### config.mk
export PLATFORM = sky130hd
export DESIGN_NAME = iop_writeback_flat
export DESIGN_NICKNAME = d
export VERILOG_FILES = /design/src/rtl/iop_writeback_if.sv /design/src/rtl/iop_writeback.sv /design/src/flat_wrapper.sv
export SDC_FILE = /design/constraint.sdc
export NUM_CORES = 1
export LEC_CHECK = 0
export BUFFER_PORTS_ARGS = -buffer_cell sky130_fd_sc_hd__buf_2
export CORE_MARGIN = 10
export CORE_UTILIZATION = 35
export CTS_CLUSTER_SIZE = 20
export DETAILED_ROUTE_END_ITERATION = 12
export PLACE_DENSITY = 0.63
export SLEW_MARGIN = 30
export SYNTH_ARGS = -nofsm -noshare
export SYNTH_HDL_FRONTEND = slang
export SYNTH_SLANG_ARGS = --single-unit
### constraint.sdc
create_clock -name CLK -period 2.7 [get_ports CLK]
set_input_delay 0.27 -clock CLK [delete_from_list [all_inputs] [get_ports CLK]]
set_output_delay 0.27 -clock CLK [all_outputs]
set_load 0.01 [all_outputs]
### src/rtl/iop_writeback_if.sv
// Register-file write port bundle for iop_writeback.
//   master: drives wr_valid/wr_addr/wr_data, samples wr_ready (the writeback block)
//   slave : the shared register-file write port
interface iop_writeback_if #(
  parameter int unsigned WIDTH      = 16,
  parameter int unsigned ADDR_WIDTH = 6
);
  logic                  wr_valid;
  logic [ADDR_WIDTH-1:0] wr_addr;
  logic [WIDTH-1:0]      wr_data;
  logic                  wr_ready;

  modport master (
    output wr_valid,
    output wr_addr,
    output wr_data,
    input  wr_ready
  );

  modport slave (
    input  wr_valid,
    input  wr_addr,
    input  wr_data,
    output wr_ready
  );
endinterface

### src/rtl/iop_writeback.sv
// Writeback stage behind the integer-ops unit.
// Keeps the CF/OF/ZF flags register, aligns each writing op's destination with the
// integer-ops registered result (stage S1), muxes the result and queues {dst, data}
// in a small FIFO toward the register-file write port.
// Ports:
//   CLK, RST_N               clock, async active-low reset
//   issue_*                  issue strobe and op attributes from the sequencer
//   flag_cf/of/zf            combinational flags from integer-ops (issue cycle)
//   dout_select, dout1..3    integer-ops results (cycle after issue)
//   issue_ready              sequencer may issue a writing op this cycle
//   hz_addr, hazard          read-after-write check for a source register
//   wb                       register-file write port (valid/ready)
//   cf, of, zf               architectural flags
module iop_writeback #(
  parameter int unsigned WIDTH      = 16,
  parameter int unsigned ADDR_WIDTH = 6,
  parameter int unsigned DEPTH      = 2
) (
  input  logic                  CLK,
  input  logic                  RST_N,
  input  logic                  issue_en,
  input  logic                  issue_wr,
  input  logic [ADDR_WIDTH-1:0] issue_dst,
  input  logic                  issue_flags,
  input  logic                  flag_cf,
  input  logic                  flag_of,
  input  logic                  flag_zf,
  input  logic [1:0]            dout_select,
  input  logic [WIDTH-1:0]      dout1,
  input  logic [WIDTH-1:0]      dout2,
  input  logic [WIDTH-1:0]      dout3,
  output logic                  issue_ready,
  input  logic [ADDR_WIDTH-1:0] hz_addr,
  output logic                  hazard,
  iop_writeback_if.master       wb,
  output logic                  cf,
  output logic                  of,
  output logic                  zf
);

  localparam int unsigned PtrW = (DEPTH > 1) ? $clog2(DEPTH) : 1;
  localparam int unsigned CntW = $clog2(DEPTH + 1);

  typedef logic [PtrW-1:0] ptr_t;

  function automatic ptr_t ptr_inc(input ptr_t p);
    return (p == ptr_t'(DEPTH - 1)) ? '0 : p + ptr_t'(1);
  endfunction

  logic                  cf_q, of_q, zf_q;
  logic                  s1_vld_q;
  logic [ADDR_WIDTH-1:0] s1_dst_q;
  logic [WIDTH-1:0]      s1_data;
  logic [ADDR_WIDTH-1:0] addr_q [DEPTH];
  logic [WIDTH-1:0]      data_q [DEPTH];
  ptr_t                  wr_ptr_q, wr_ptr_d, rd_ptr_q, rd_ptr_d;
  logic [CntW-1:0]       cnt_q, cnt_d;
  logic                  vld_q, vld_d;
  logic [ADDR_WIDTH-1:0] head_addr_q, head_addr_d;
  logic [WIDTH-1:0]      head_data_q, head_data_d;
  logic                  push, pop;
  ptr_t                  hz_idx;

  // Conservative: a pop in this cycle is ignored, so the FIFO can never be pushed while full.
  assign issue_ready = (32'(cnt_q) + 32'(s1_vld_q)) < DEPTH;
  assign push        = s1_vld_q;
  assign pop         = vld_q & wb.wr_ready;

  always_ff @(posedge CLK or negedge RST_N) begin
    if (!RST_N) begin
      cf_q     <= 1'b0;
      of_q     <= 1'b0;
      zf_q     <= 1'b0;
      s1_vld_q <= 1'b0;
      s1_dst_q <= '0;
    end else begin
      if (issue_en && issue_flags) begin
        cf_q <= flag_cf;
        of_q <= flag_of;
        zf_q <= flag_zf;
      end
      // A writing op issued while not ready is dropped here.
      s1_vld_q <= issue_en & issue_wr & issue_ready;
      s1_dst_q <= issue_dst;
    end
  end

  always_comb begin
    s1_data = '0;
    if (s1_vld_q) begin
      case (dout_select)
        2'd1:    s1_data = dout1;
        2'd2:    s1_data = dout2;
        2'd3:    s1_data = dout3;
        default: s1_data = '0;
      endcase
    end
  end

  always_comb begin
    wr_ptr_d    = push ? ptr_inc(wr_ptr_q) : wr_ptr_q;
    rd_ptr_d    = pop ? ptr_inc(rd_ptr_q) : rd_ptr_q;
    cnt_d       = cnt_q;
    head_addr_d = head_addr_q;
    head_data_d = head_data_q;
    case ({push, pop})
      2'b10:   cnt_d = cnt_q + CntW'(1);
      2'b01:   cnt_d = cnt_q - CntW'(1);
      default: cnt_d = cnt_q;
    endcase
    vld_d = (cnt_d != '0);
    // Head register mirrors the next head entry; the pushed entry becomes head only when
    // nothing else remains. When empty it keeps the last presented write.
    if (vld_d) begin
      if (push && (wr_ptr_q == rd_ptr_d)) begin
        head_addr_d = s1_dst_q;
        head_data_d = s1_data;
      end else begin
        head_addr_d = addr_q[rd_ptr_d];
        head_data_d = data_q[rd_ptr_d];
      end
    end
  end

  always_ff @(posedge CLK or negedge RST_N) begin
    if (!RST_N) begin
      for (int unsigned i = 0; i < DEPTH; i++) begin
        addr_q[i] <= '0;
        data_q[i] <= '0;
      end
      wr_ptr_q    <= '0;
      rd_ptr_q    <= '0;
      cnt_q       <= '0;
      vld_q       <= 1'b0;
      head_addr_q <= '0;
      head_data_q <= '0;
    end else begin
      if (push) begin
        addr_q[wr_ptr_q] <= s1_dst_q;
        data_q[wr_ptr_q] <= s1_data;
      end
      wr_ptr_q    <= wr_ptr_d;
      rd_ptr_q    <= rd_ptr_d;
      cnt_q       <= cnt_d;
      vld_q       <= vld_d;
      head_addr_q <= head_addr_d;
      head_data_q <= head_data_d;
    end
  end

  // Walk occupied entries from the read pointer; entries beyond cnt_q are stale.
  always_comb begin
    hazard = s1_vld_q && (s1_dst_q == hz_addr);
    hz_idx = rd_ptr_q;
    for (int unsigned k = 0; k < DEPTH; k++) begin
      if ((k < 32'(cnt_q)) && (addr_q[hz_idx] == hz_addr)) begin
        hazard = 1'b1;
      end
      hz_idx = ptr_inc(hz_idx);
    end
  end

  assign wb.wr_valid = vld_q;
  assign wb.wr_addr  = head_addr_q;
  assign wb.wr_data  = head_data_q;
  assign cf          = cf_q;
  assign of          = of_q;
  assign zf          = zf_q;

  // The sequencer must honour issue_ready for writing ops.
  a_issue_when_ready: assert property (
    @(posedge CLK) disable iff (!RST_N) !(issue_en && issue_wr && !issue_ready)
  ) else $error("iop_writeback: writing op issued while issue_ready=0");

endmodule

### src/flat_wrapper.sv
// flat-port wrapper written by rule: the top's interface ports become plain ports
module iop_writeback_flat 
#(
  parameter int unsigned WIDTH      = 16,
  parameter int unsigned ADDR_WIDTH = 6,
  parameter int unsigned DEPTH      = 2
)
  (CLK, RST_N, issue_en, issue_wr, issue_dst, issue_flags, flag_cf, flag_of, flag_zf, dout_select, dout1, dout2, dout3, issue_ready, hz_addr, hazard, cf, of, zf, wb_wr_valid, wb_wr_addr, wb_wr_data, wb_wr_ready);
  iop_writeback_if #(.WIDTH(WIDTH), .ADDR_WIDTH(ADDR_WIDTH)) wb_i ();
  input  logic CLK;
  input  logic RST_N;
  input  logic issue_en;
  input  logic issue_wr;
  input  logic [ADDR_WIDTH-1:0] issue_dst;
  input  logic issue_flags;
  input  logic flag_cf;
  input  logic flag_of;
  input  logic flag_zf;
  input  logic [1:0] dout_select;
  input  logic [WIDTH-1:0] dout1;
  input  logic [WIDTH-1:0] dout2;
  input  logic [WIDTH-1:0] dout3;
  output logic issue_ready;
  input  logic [ADDR_WIDTH-1:0] hz_addr;
  output logic hazard;
  output logic cf;
  output logic of;
  output logic zf;
  output wire logic [$bits(wb_i.wr_valid)-1:0] wb_wr_valid;
  output wire logic [$bits(wb_i.wr_addr)-1:0] wb_wr_addr;
  output wire logic [$bits(wb_i.wr_data)-1:0] wb_wr_data;
  input wire logic [$bits(wb_i.wr_ready)-1:0] wb_wr_ready;
  assign wb_wr_valid = wb_i.wr_valid;
  assign wb_wr_addr = wb_i.wr_addr;
  assign wb_wr_data = wb_i.wr_data;
  assign wb_i.wr_ready = wb_wr_ready;
  iop_writeback #(.WIDTH(WIDTH), .ADDR_WIDTH(ADDR_WIDTH), .DEPTH(DEPTH)) u_core (.CLK(CLK), .RST_N(RST_N), .issue_en(issue_en), .issue_wr(issue_wr), .issue_dst(issue_dst), .issue_flags(issue_flags), .flag_cf(flag_cf), .flag_of(flag_of), .flag_zf(flag_zf), .dout_select(dout_select), .dout1(dout1), .dout2(dout2), .dout3(dout3), .issue_ready(issue_ready), .hz_addr(hz_addr), .hazard(hazard), .wb(wb_i), .cf(cf), .of(of), .zf(zf));
endmodule
## Yosys cells after proc, flatten, opt, wreduce, memory -nomap -nowiden

Cells that the tools add are included.
W data, S select, Z words.

- Shift operators: 0
- $mul: 0
- Div/mod/pow operators: 0
- Equality and inequality tests: 9
- Add/sub/neg operators: 5
- Reduce and logical (&&, ||, !) cells: 7
- Multiplexer cells: 28
- $lt $le $gt $ge: 8
- Bitwise operators: 7

Operators by type and width:

| kind | number |
|---|---|
| $mux W16 | 6 |
| $mux W6 | 11 |
| $pmux W16 S3 | 1 |
| $bwmux W32 | 1 |
| $lt A32 B2 Y1 const B | 1 |
| $eq A6 B6 Y1 | 3 |
| $demux W16 S1 | 1 |
| $bwmux W12 | 1 |
| $ge A2 B2 Y1 const B | 4 |
| $not A1 Y2 | 4 |
| $demux W6 S1 | 1 |
| $eq A2 B2 Y1 const B | 3 |
| $logic_and A1 B1 Y1 | 6 |
| $mux W1 | 5 |
| $eq A2 B1 Y1 const B | 2 |
| $lt A1 B2 Y1 const A | 2 |
| $pmux W2 S2 | 1 |
| $add A2 B1 Y3 | 1 |
| $and A1 B1 Y1 | 3 |
| $add A1 B1 Y1 const B | 2 |
| $add A2 B1 Y2 const B | 1 |
| $lt A2 B1 Y1 const B | 1 |
| $reduce_bool A2 Y1 | 1 |
| $sub A2 B1 Y2 const B | 1 |
| $eq A1 B1 Y1 | 1 |

- Input port bits: 71
- Latch bits: 0
- Memory bits (read-only): 0
- Register bits after elaboration: 81
- Memories kept: 0
- Word-level logic and storage cells: 79
- RAM bits: 0

## Logic depth before layout (Yosys ltp)

- Word-level depth: 9
- Mapped depth: 11
- Mapped depth without buffers: 9

## Least setup slack after synthesis

OpenSTA, ideal clock, no wires.

- Kind: register to register
- From: register u_core.s1_vld_q, in the netlist u_core.push
- To: register u_core.head_data_q[10], in the netlist u_core.wb.wr_data[10]
- Data required time: 2.604 ns
- Arrival time: 2.350 ns
- Setup time: 0.096 ns
- Path slack: 0.255 ns
- Path buffers: 3
- Cell stages (with the launch flop): 11
- Cell sequence: dfrtp_1 inv_1 clkbuf_1 clkbuf_1 ha_1 nor3_1 a211oi_2 inv_2 clkbuf_1 nor2_1 a311oi_2

- Cells in the longest elaborated chain, start to end: 3
- Elaborated cells between the ends (all ways): 7
- Classes of those cells: 2 x eq/ne; 3 x mux; 2 x reduce/logical

Ends and longest elaborated chain:

| what | line | text |
|---|---|---|
| from (decl) | iop_writeback.sv:51 | `logic s1_vld_q;` |
| from (signal assigned) | iop_writeback.sv:83 | `s1_vld_q <= issue_en & issue_wr & issue_ready;` |
| $eq A2 B1 Y1 or $eq A2 B2 Y1 (tied branches) | iop_writeback.sv:106 | `case ({push, pop})` |
| $pmux W2 S2 | iop_writeback.sv:106 |  |
| $reduce_bool A2 Y1 | iop_writeback.sv:111 | `vld_d = (cnt_d != '0);` |
| to (signal assigned) | iop_writeback.sv:147 | `head_data_q <= head_data_d;` |
| to (decl) | iop_writeback.sv:60 | `logic [WIDTH-1:0] head_data_q, head_data_d;` |

Parallel ways exist; a longest one is shown, timed or not.
A chain may end at the register's enable or synchronous reset.

## Worst setup path after layout

- From: register u_core.rd_ptr_q
- To: output hazard

- Cells in the longest elaborated chain, start to end: 9
- Elaborated cells between the ends (all ways): 16
- Classes of those cells: 1 x add/sub; 2 x eq/ne; 9 x mux; 2 x bitwise; 2 x reduce/logical

Ends and longest elaborated chain:

| what | line | text |
|---|---|---|
| from (decl) | iop_writeback.sv:56 | `ptr_t wr_ptr_q, wr_ptr_d, rd_ptr_q, rd_ptr_d;` |
| from (signal assigned) | iop_writeback.sv:143 | `rd_ptr_q <= rd_ptr_d;` |
| $add A1 B1 Y1 | iop_writeback.sv:47 | `return (p == ptr_t'(DEPTH - 1)) ? '0 : p + ptr_t'(1);` |
| $mux W1 | iop_writeback.sv:47 |  |
| $not A1 Y2 (not written as such) | iop_writeback.sv:156 | `if ((k < 32'(cnt_q)) && (addr_q[hz_idx] == hz_addr)) begin` |
| $mux W6 (not written as such) (3 in series) | iop_writeback.sv:156 |  |
| $eq A6 B6 Y1 | iop_writeback.sv:156 |  |
| $logic_and A1 B1 Y1 | iop_writeback.sv:156 |  |
| $mux W1 (*) | iop_writeback.sv:156 |  |
| to (decl) | flat_wrapper.sv:25 | `output logic hazard;` |

Mark *: on every way between the ends. The rest lies on a longest branch, timed or not. The select of a mux whose other input is x is not followed.

==> reports/qor.yml <==
clock_tree:
  clockBufferDepth: 2
  cts_setup_buffers: 0
  cts_tree: "yes"
  numCtsBuffers: 9
  clk_latency_ns: 0.34
  htreeDepth: 3
  cts.sinks: 81
  clockRootBuffer: "clkbuf_16"
  clk_pin_slew_worst_paths_ns: 0.06
  hold_buffers: 0
yosys:
  yosysSeqAreaShare: 0.4796
  synthFlopType: "dfrtp_1"
  synth_xor_xnor_area_share: 0.05151
  yosys.area_share.simple: 0.1004
  synth_compound_area_frac: 0.1451
  synth_adder_area_share: 0.01184
  yosys.cell_types.count: 39
  ys_ff_latch: 81
  synth_fp_nets: 456
  synthMuxAreaShare: 0.1681
  synth.avg_cell_area_um2: 11.09
  synth_edf_count: 0
  ys_async_sr_fraction: 1.000
  yosys_warnings: 0
  syn-cell-area_mm2: 0.004227
  synth_top_family_by_area: "multiplexers"
  synthCells: 381
placement:
  place_ws_ns: 0.4465
  portBuffers: 98
  place_congestion: 0.7822
  place_inst: 608
  dp_hpwl_um: 7871
worst_setup_path:
  end_kind: "primary output"
  cpPeakStageDelay_ns: 0.54
  reg2reg_from: "u_core.wb.wr_valid"
  r2r_setup_slack_ns: 0.45
  worstPathRequired_ns: 2.43
  worstSetupEndpoint: "hazard"
  arrival_ns: 2.07
  critPathKind: "flip-flop to primary output"
  cp-start-kind: "flip-flop"
  path_cells: "buf_4 > mux2i_1 > xnor2_1 > nor4_1 > nand4_1 > nand3_1 > buf_2"
  r2r.worst_path.cells: 9
  r2r-end: "u_core.wb.wr_data[8]"
  cp_max_fo: 8
  critPathSlowestCell: "dfrtp_2"
  crit_start: "u_core.rd_ptr_q"
drt:
  wl_met3_um: 398
  wl_um: 10890
  drc: 0
  wire_per_inst_um: 17.45
  antenna_left: 0
  via_per_inst: 5.223
  dr_wl_met2_um: 5467
  drtIter0Drc: 131
  wl_met1_um: 4825
  drt_pass1_iterations: 4
  top_layer: "met4"
  vias: 3259
timing:
  finalCritPeriodShare: 0.8682
  setup_violations: 0
  relSlewSlack: 0.5058
  finalHoldViolCount: 27
  maxSlewViolCount: 0
  worst_slew_pin_slew_ns: 0.7414
  setup_tns_ns: 0
  finalWorstSetupSlack_ns: 0.3558
  finalCriticalPeriod_ns: 2.344
  rsz0062_at_grt: "no"
  fmax_mhz: 426.6
  holdWs_ns: -0.05245
  fin_skew_ns: 0.008379
floorplan:
  io_pins: 99
  die_x_um: 129.9
  die_h_um: 129.9
  row_count: 40
  initial_core_util: 0.3548
  core_mm2: 0.01191
  dieArea_mm2: 0.01687
outcome:
  status: "finished with violations"
  violations: "negative hold slack"
finish:
  final_cell_count_no_fill: 624
  layout_common_cells: "buf_2 (97), dfrtp_1 (80), nor2_1 (40), mux2_2 (38), nand2_1 (34)"
  n_antenna_cell: 0
  final_util: 0.4332
  final_common_cell: "buf_2"
  drive_gt1_frac: 0.3732
  num-nets-final: 547
  synthToLayoutAreaGrowth_pct: 22.08
power_and_ir_drop:
  swShare: 0.3855
  p_leak_uw: 0.002380
  p_switching_uw: 2435
  pwr-share-seq: 0.338
  combPwrFrac: 0.451
  clockPowerShare: 0.212
  total_power_uw: 6315
  intPower_uw: 3881
  peakVddDrop_mv: 0.6949
  p_per_area_mw_per_mm2: 1224
global_route:
  grt_max_degree: 82
  grt-ovfl-total: 0
  grt_pass1_vias: 3512
  grt_use_total: 0.1336
  antenna_found_initial: 0
  grt_pass1_wl_um: 17910
worst_hold_path:
  hold_path_class: "input pin to async pin"
job:
  maxCapViolCount: 0
[power by group through the flow]
| stage | Clock, uW | Sequential (uW) | Combinational (uW) |
|---|---|---|---|
| 3_3_place_gp | 0 | 2120 | 2780 |
| 5_1_grt | 1410 | 2210 | 3160 |
| 6_report | 1340 | 2130 | 2850 |
| 4_1_cts | 1360 | 2140 | 2880 |
| 2_1_floorplan | 0 | 2120 | 2080 |
| 3_5_place_dp | 0 | 2150 | 2870 |
[logic make-up after synthesis]
group / after synthesis
xor gates and xnor gates: 21
DFF: 81
and+or+nand+nor: 100
AOI/OAI and AO/OA: 74
adders and majority gates: 4
buffers and inverters: 35
muxes: 66
[final cells by class]
type / instances / area [um2]
flip-flops and latches: 81 / 2028
clock buffers: 10 / 239.0
clock inverters: 6 / 91.34
inverters: 6 / 22.52
multi-input cells: 265 / 2016
fillers: 1138 / 6751
well taps: 147 / 183.9
repair buffers: 109 / 579.3
[layer usage]
| layer | vias up | track usage |
|---|---|---|
| met5 | - | 0 |
| met4 | 0 | 0.04828 |
| met3 | 14 | 0.02556 |
| met2 | 78 | 0.2277 |
| met1 | 1608 | 0.1648 |
| li1 | 1559 | - |
[sequential cells by signal, indices dropped and copies added (netlist names)]
signal and cells:
u_core.addr_q 12, u_core.cf 1, u_core.cnt_q 2, u_core.data_q 32, u_core.of 1, u_core.push 1
u_core.rd_ptr_q 1, u_core.s1_dst_q 6, u_core.wb.wr_addr 6, u_core.wb.wr_data 16, u_core.wb.wr_valid 1, u_core.wr_ptr_q 1
u_core.zf 1
[synthesized netlist by cell type, types with 2 or more instances]
cell type	number	area share
mux2_2	38	0.10
inv_2	2	0.0018
nand2_1	34	0.030
xnor2_1	10	0.021
clkbuf_1	11	0.0098
inv_1	4	0.0036
nor4_1	2	0.0030
nand4_1	3	0.0044
a311oi_1	5	0.010
mux2_1	2	0.0053
o31ai_1	9	0.016
a311oi_2	7	0.025
dfrtp_1	81	0.48
a221oi_1	9	0.019
nor2_1	40	0.036
nand3_1	2	0.0024
buf_1	3	0.0027
buf_6	5	0.013
ha_1	4	0.012
o21ai_0	14	0.017
a22oi_1	10	0.018
buf_2	8	0.0095
xor2_1	9	0.019
nor3_1	15	0.018
mux2i_1	26	0.062
a22o_1	15	0.031
[per-stage QoR]
stage,hold slack [ns],cell area (um2)
CTS,0.01167,5159
finish,-0.05245,5160
global route,0.02974,5160
floorplan,-0.02559,4227
detailed placement,0.3697,4828
global placement,0.3780,4825
[worst min path at each step]
stage	start	to	slack (ns)	cells past startpoint
after CTS	RST_N	u_core.cf	0.01	1
after detailed placement	RST_N	u_core.cf	0.37	1
after global placement	issue_dst[4]	u_core.s1_dst_q[4]	0.38	1
final	RST_N	u_core.cf	-0.05	1
after global routing	issue_dst[2]	u_core.s1_dst_q[2]	0.03	1
after floorplan	RST_N	u_core.addr_q[0]	-0.03	0
[critical path: cells and delay by family, from the launching register on]
kind | cells | cell delay (ns)
DFF | 1 | 0.54
and+or+nand+nor | 3 | 0.47
buffers and inverters | 2 | 0.37
muxes | 1 | 0.26
xor gates and xnor gates | 1 | 0.10
[what timing repair did]
action                     CTS  global route
hold endpoints to repair     0             0
gates resized for setup      0             1
setup endpoints to repair    0             1
(Power assumes the default switching activity.)
